$ cat src/rtl/pdm_meter_src.sv
// pdm_meter_src: dual-channel first-order sigma-delta PDM stage with a
// per-channel magnitude output for the downstream LED level thresholds.
// Optional feature macro: PEAK_HOLD_EN -- when defined, the magnitude is a
// peak hold that decays every DECAY_SAMPLES accepted samples; when undefined
// the magnitude is the instantaneous absolute value of the last sample.
module pdm_meter_src #(
   parameter int PDM_DIV       = 4,
   parameter int DECAY_SAMPLES = 1024,
   parameter int DECAY_SHIFT   = 3
) (
   input  logic        clk,
   input  logic        rst,
   input  logic        vld,
   input  logic [15:0] aud_out_lft,
   input  logic [15:0] aud_out_rght,
   output logic        lft_PDM,
   output logic        rght_PDM,
   output logic [15:0] lft_mag,
   output logic [15:0] rght_mag
);

   localparam int               DIV_W    = (PDM_DIV > 1) ? $clog2(PDM_DIV) : 1;
   localparam logic [DIV_W-1:0] DIV_LAST = DIV_W'(PDM_DIV - 1);

   // Reject nonsensical configurations at elaboration time
   if (PDM_DIV < 1 || DECAY_SAMPLES < 2 || DECAY_SHIFT < 0) begin : g_bad_cfg
      $error("pdm_meter_src: PDM_DIV must be >=1, DECAY_SAMPLES >=2, DECAY_SHIFT >=0");
   end

   // Both channels indexed 0 = left, 1 = right
   logic [1:0][15:0] aud_in;
   assign aud_in = {aud_out_rght, aud_out_lft};

   logic [DIV_W-1:0] div_cnt_reg;
   logic             tick;

   // With PDM_DIV=1 the counter sits at 0 and tick is asserted every cycle
   assign tick = (div_cnt_reg == DIV_LAST);

   // Shared bit-rate divider: one modulator step every PDM_DIV cycles
   always_ff @(posedge clk) begin
      if (rst) begin
         div_cnt_reg <= '0;
      end else if (tick) begin
         div_cnt_reg <= '0;
      end else begin
         div_cnt_reg <= div_cnt_reg + DIV_W'(1);
      end
   end

`ifdef PEAK_HOLD_EN
   localparam int               DEC_W    = $clog2(DECAY_SAMPLES);
   localparam logic [DEC_W-1:0] DEC_LAST = DEC_W'(DECAY_SAMPLES - 1);

   logic [DEC_W-1:0] dec_cnt_reg;
   logic             dec_wrap;

   // The sample accepted while the counter is at its last value is the decay sample
   assign dec_wrap = (dec_cnt_reg == DEC_LAST);

   // Shared decay counter, advanced once per accepted sample
   always_ff @(posedge clk) begin
      if (rst) begin
         dec_cnt_reg <= '0;
      end else if (vld) begin
         dec_cnt_reg <= dec_wrap ? '0 : dec_cnt_reg + DEC_W'(1);
      end
   end
`endif

   for (genvar gi = 0; gi < 2; gi++) begin : g_chan
      logic [15:0] smp_reg;
      logic [15:0] acc_reg;
      logic        pdm_reg;
      logic [15:0] mag_reg;
      logic [16:0] sum;
      logic [15:0] abs_val;
      logic [15:0] mag_next;

      // The carry out of the accumulator is the PDM bit; it can never overflow
      assign sum = {1'b0, acc_reg} + {1'b0, smp_reg};

      // Absolute value; -32768 has no positive counterpart so it saturates
      always_comb begin
         abs_val = aud_in[gi];
         if (aud_in[gi] == 16'h8000) begin
            abs_val = 16'h7FFF;
         end else if (aud_in[gi][15]) begin
            abs_val = ~aud_in[gi] + 16'd1;
         end
      end

`ifdef PEAK_HOLD_EN
      logic [15:0] base;

      // Peak hold: decay the held value on the wrap sample, then keep the larger
      always_comb begin
         base = mag_reg;
         if (dec_wrap) begin
            base = mag_reg - (mag_reg >> DECAY_SHIFT);
         end
         mag_next = (abs_val > base) ? abs_val : base;
      end
`else
      assign mag_next = abs_val;
`endif

      // Sample latch (offset binary) and sigma-delta modulator step on tick;
      // a tick coinciding with vld still sees the previously latched sample
      always_ff @(posedge clk) begin
         if (rst) begin
            smp_reg <= 16'h8000;
            acc_reg <= '0;
            pdm_reg <= 1'b0;
         end else begin
            if (vld) begin
               smp_reg <= aud_in[gi] ^ 16'h8000;
            end
            if (tick) begin
               acc_reg <= sum[15:0];
               pdm_reg <= sum[16];
            end
         end
      end

      // Magnitude register, updated once per accepted sample
      always_ff @(posedge clk) begin
         if (rst) begin
            mag_reg <= '0;
         end else if (vld) begin
            mag_reg <= mag_next;
         end
      end
   end

   assign lft_PDM  = g_chan[0].pdm_reg;
   assign rght_PDM = g_chan[1].pdm_reg;
   assign lft_mag  = g_chan[0].mag_reg;
   assign rght_mag = g_chan[1].mag_reg;

endmodule

$ cat config.mk
export PLATFORM = sky130hd
export DESIGN_NAME = pdm_meter_src
export DESIGN_NICKNAME = d
export VERILOG_FILES = /design/src/rtl/pdm_meter_src.sv
export SDC_FILE = /design/constraint.sdc
export NUM_CORES = 1
export LEC_CHECK = 0
export BUFFER_PORTS_ARGS = -buffer_cell sky130_fd_sc_hd__buf_2
export CAP_MARGIN = 15
export CORE_ASPECT_RATIO = 1.75
export CORE_MARGIN = 8
export CORE_UTILIZATION = 45
export DETAILED_ROUTE_END_ITERATION = 6
export PLACE_DENSITY = 0.65
export SLEW_MARGIN = 20
export SYNTH_ARGS = -nofsm -noshare
export SYNTH_HDL_FRONTEND = slang
export SYNTH_SLANG_ARGS = --single-unit
$ cat constraint.sdc
create_clock -name clk -period 5.1 [get_ports clk]
set_clock_uncertainty 0.2 [all_clocks]
set_input_delay 0.255 -clock clk [delete_from_list [all_inputs] [get_ports clk]]
set_output_delay 0.255 -clock clk [all_outputs]
set_load 0.005 [all_outputs]
### Yosys cells after proc, flatten, opt, wreduce, memory -nomap -nowiden

Cells that the tools add are included.

| storage, ports and cells | value |
|---|---|
| bits of input ports | 35 |
| flip-flop bits (word level) | 100 |
| logic and storage cells | 26 |
| output and inout bits | 34 |

| operators by class | value |
|---|---|
| reduce and logical (&&, ||, !) cells | 1 |
| bitwise gates (word level) | 4 |
| add/subtract/negate cells | 5 |
| equality and inequality tests | 3 |
| mux-type cells | 4 |

Operators with widths:

| operator | count |
|---|---|
| $mux 16 | 4 |
| $add 16x16->17 | 2 |
| $add 16x1->16 const B | 2 |
| $eq 16x16->1 const B | 2 |
| $not 16->16 | 2 |
| $add 2x1->2 const B | 1 |
| $eq 2x2->1 const B | 1 |
| $not 1->1 | 2 |
| $reduce_or 2->1 | 1 |

### Logic depth before layout (Yosys ltp)

| depth | value |
|---|---|
| depth after elaboration | 4 |
| gate-level depth with buffers | 8 |
| mapped depth without buffers | 8 |

### Worst setup path after synthesis

OpenSTA, ideal clock, no wires.

| timing path | value |
|---|---|
| path type | input port to flip-flop |
| start point | in aud_out_lft[0] |
| end point | reg g_chan[0].mag_reg[10] (netlist: lft_mag[10]) |
| setup time | 0.140 ns |
| data arrival time | 2.146 ns |
| path buffers | 0 |
| stages | 8 |
| data required time | 4.760 ns |
| setup slack | 2.613 ns |
| path through | inv_1 -> ha_1 -> or3b_4 -> or4_4 -> or4_2 -> nand2_1 -> xor2_1 -> a211oi_2 |

| between the ends | value |
|---|---|
| cells in the longest elaborated chain, start to end | 4 |
| elaborated cells on any way between the ends | 5 |
| classes of those cells | add/sub (1); eq/ne (1); mux (2); bitwise (1) |

RTL lines:

| what | RTL line | text |
|---|---|---|
| start, declared | 14 | `input logic [15:0] aud_out_lft,` |
| $not 16->16 | 89 | `abs_val = ~aud_in[gi] + 16'd1;` |
| $add 16x1->16 | 89 |  |
| $mux 16 | 88 | `end else if (aud_in[gi][15]) begin` |
| $mux 16 * | 86 | `if (aud_in[gi] == 16'h8000) begin` |
| end signal, assigned | 131 | `mag_reg <= mag_next;` |
| end, declared | 75 | `logic [15:0] mag_reg;` |

Mark *: on every way between the ends. The rest lies on a longest branch, timed or not.
A chain may end at the register's enable or synchronous reset.

### Worst setup path in the final report

Ends and elaborated chain as after synthesis.

==> results_dict.tcl <==
set metrics [dict create \
    clk_pin_slew_ns 0.07 \
    cts_setup_buffers 0 \
    synthTopCellsByArea "dfxtp_1 (36%), mux2i_1 (8.2%), ha_1 (7.8%)" \
    port_buffers 68 \
    fillers 1204 \
    rsz0062_at_grt "false" \
    rows 54 \
    postRouteAntennaNets 0 \
    clockPowerShare 0.416 \
    placed_cells 843 \
    clockRootBuffer "clkbuf_16" \
    powerDensity_nw_per_um2 298.6 \
    pre_cts_ws_ns 2.348 \
    place_congestion 0.8696 \
    grt_pass1_wl_mm 23.52 \
    synth.avg_cell_area_um2 8.802 \
    crit_arrival_ns 2.94 \
    yosys.area.top_type "dfxtp_1" \
    track_usage 0.1783 \
    report.final.slew_viol_count 0 \
    synth_seq_area_share 0.3565 \
    setup-violations-final 0 \
    cts_tree "done" \
    antenna_found_initial 0 \
    hpwl_mm 10.71 \
    overflow 0 \
    clock.fmax_mhz 339.4 \
    path_class "input port to flip-flop" \
    fin_ws_ns 2.153 \
    first_global_vias 4960 \
    pwr-share-comb 0.140 \
    worstSetupStartpoint "aud_out_lft[0]" \
    wl_per_cell_um 16.65 \
    syn-num-nets 710 \
    maxCapViolCount 0 \
    synth_top_area_share 0.3565 \
    synth_cell_types 60 \
    htreeDepth 3 \
    synth-edff-count 0 \
    swShare 0.2599 \
    post-route-min-period_ns 2.947 \
    worstMarginPinSlew_ns 1.018 \
    synth_cells 638 \
    die_area_um2 16450 \
    synthFlopType "dfxtp_1" \
    relSlewSlack 0.3215 \
    timing.final.crit_share 0.5778 \
    cts_buffers 9 \
    worstPathRequired_ns 5.09 \
    initial_core_util 0.4567 \
    post-route-drc-count 0 \
    leakage_nw 2.755 \
    instances_no_fill 862 \
    timing.rr.start "div_cnt_reg[0]" \
    core_area_um2 12300 \
    synth-async-reset-ratio 0 \
    firstDrtPassIters 4 \
    syn2layout_area_growth_pct 14.42 \
    wirelength_mm 14.36 \
    end_kind "flip-flop" \
    clock_latency_ns 0.35 \
    clock-sinks 100 \
    fin_hold_ws_ns 0.004042 \
    grt_max_degree 90 \
    cp_max_fo 4 \
    power_mw 1.919 \
    dr_total_vias 4878 \
    drtIter0Drc 168 \
    status "complete, no violations" \
    p_int_mw 1.420 \
    p_sw_uw 498.7 \
    die_height_um 163.8 \
    die_w_um 100.4 \
    hold_viol_final 0 \
    pwr-share-seq 0.444 \
    peakVddDrop_mv 0.1801 \
    hp-class "input port to flip-flop" \
    setup_tns_ns 0 \
    viasPerCell 5.659 \
    clk_path_buf_depth 2 \
    antennaDiodeCount 0 \
    yosysWarnings 0 \
    ys_ff_latch 100 \
    io_pins 69 \
    drive_above_1_share 0.1628 \
    worstHoldStart "aud_out_rght[1]" \
    synthesis.area_um2 5615 \
    start_kind "input port" \
    fin_nets 761 \
]
power groups by stage:
stage / combinational (mW) / clock, mW / sequential, mW
final: 0.269 / 0.797 / 0.853
after CTS: 0.272 / 0.809 / 0.853
after detailed placement: 0.269 / 0 / 0.871
after global routing: 0.298 / 0.844 / 0.858
after global placement: 0.261 / 0 / 0.869
after floorplan: 0.180 / 0 / 0.864
placed cells by master, fill, tap and decap left out, types with 15 or more instances in the layout:
cell	synthesis	routed
dfxtp_1	100	100
nor2_1	87	87
buf_2	0	68
mux2i_1	46	46
nand2_1	37	37
a21oi_1	35	35
ha_1	35	35
o21ai_0	31	31
a211oi_1	27	27
xor2_1	27	27
inv_1	15	15
worst paths after layout:
check                                        endpoint  slack, ns  cells past startpoint
worst max-delay path                      lft_mag[10]       2.15                     10
worst max register to register  g_chan[1].acc_reg[14]       2.37                      5
worst min register to register         div_cnt_reg[0]       0.24                      1
worst min-delay path             g_chan[1].smp_reg[1]      0.004                      3
logic make-up after synthesis:
family | share of synthesized area
and+or+nand+nor | 0.1734
muxes | 0.08400
xor gates and xnor gates | 0.06395
DFF | 0.3565
buffers and inverters | 0.03632
adders and majority gates | 0.08512
AOI/OAI and AO/OA | 0.2008
layer usage:
layer | up-vias | GRT usage | wire length, um
met5 | - | 0 | 0
met1 | 2323 | 0.1748 | 5386
li1 | 2420 | - | -
met2 | 103 | 0.3419 | 8005
met3 | 32 | 0.03353 | 493
met4 | 0 | 0.09066 | 471
synth_stat cells, drive strengths merged, types with 2 or more instances:
cell type	instances
nor2	87
o31ai	7
xor2	27
nand2	37
or2	2
a31o	3
and3	8
nand3	8
dfxtp	100
a21oi	35
mux2i	46
a21o	8
o21ai	31
buf	6
a211oi	37
nor2b	6
a21boi	2
or3b	2
ha	35
nor4b	2
clkbuf	29
o41ai	3
xnor2	14
inv	15
o211ai	4
o22ai	3
or4	8
or3	6
nand4	8
o21a	4
fa	2
nor3b	3
o21bai	3
nand2b	7
o221ai	2
a31oi	7
o311ai	3
nand3b	4
o2111ai	2
nor3	10
cell type report:
class                   instances  area, um2  share of cell area
clock buffers                   9      225.2             0.03505
clock inverters                 7      121.4             0.01889
inverters                      15      56.30            0.008763
multi-input cells             488       3410              0.5307
flip-flops and latches        100       2002              0.3116
well taps                     168      210.2             0.03272
repair buffers                 75      400.4             0.06232
critical path: stages:
cell and delay [ns]:
dlygate4sd3_1 0.53, buf_2 0.14, inv_1 0.08, ha_1 0.16, or3b_4 0.39, or4_4 0.43, or4_2 0.58, nand2_1 0.11
xor2_1 0.18, a211oi_2 0.09
metrics by stage:
stage | util | instance area, um2
3_5_place_dp | 0.4919 | 6048
2_1_floorplan | - | 5615
6_report | 0.5225 | 6425
4_1_cts | 0.5225 | 6425
5_1_grt | 0.5225 | 6425
3_3_place_gp | 0.4919 | 6048
timing repair:
| item | 4_1_cts | 5_1_grt |
|---|---|---|
| hold buffers | 3 | 0 |
| gates resized for setup | 0 | 0 |
| setup endpoints to repair | 0 | 0 |
| hold endpoints to repair | 4 | 0 |
Note: power is estimated with default switching activity, not from simulation.
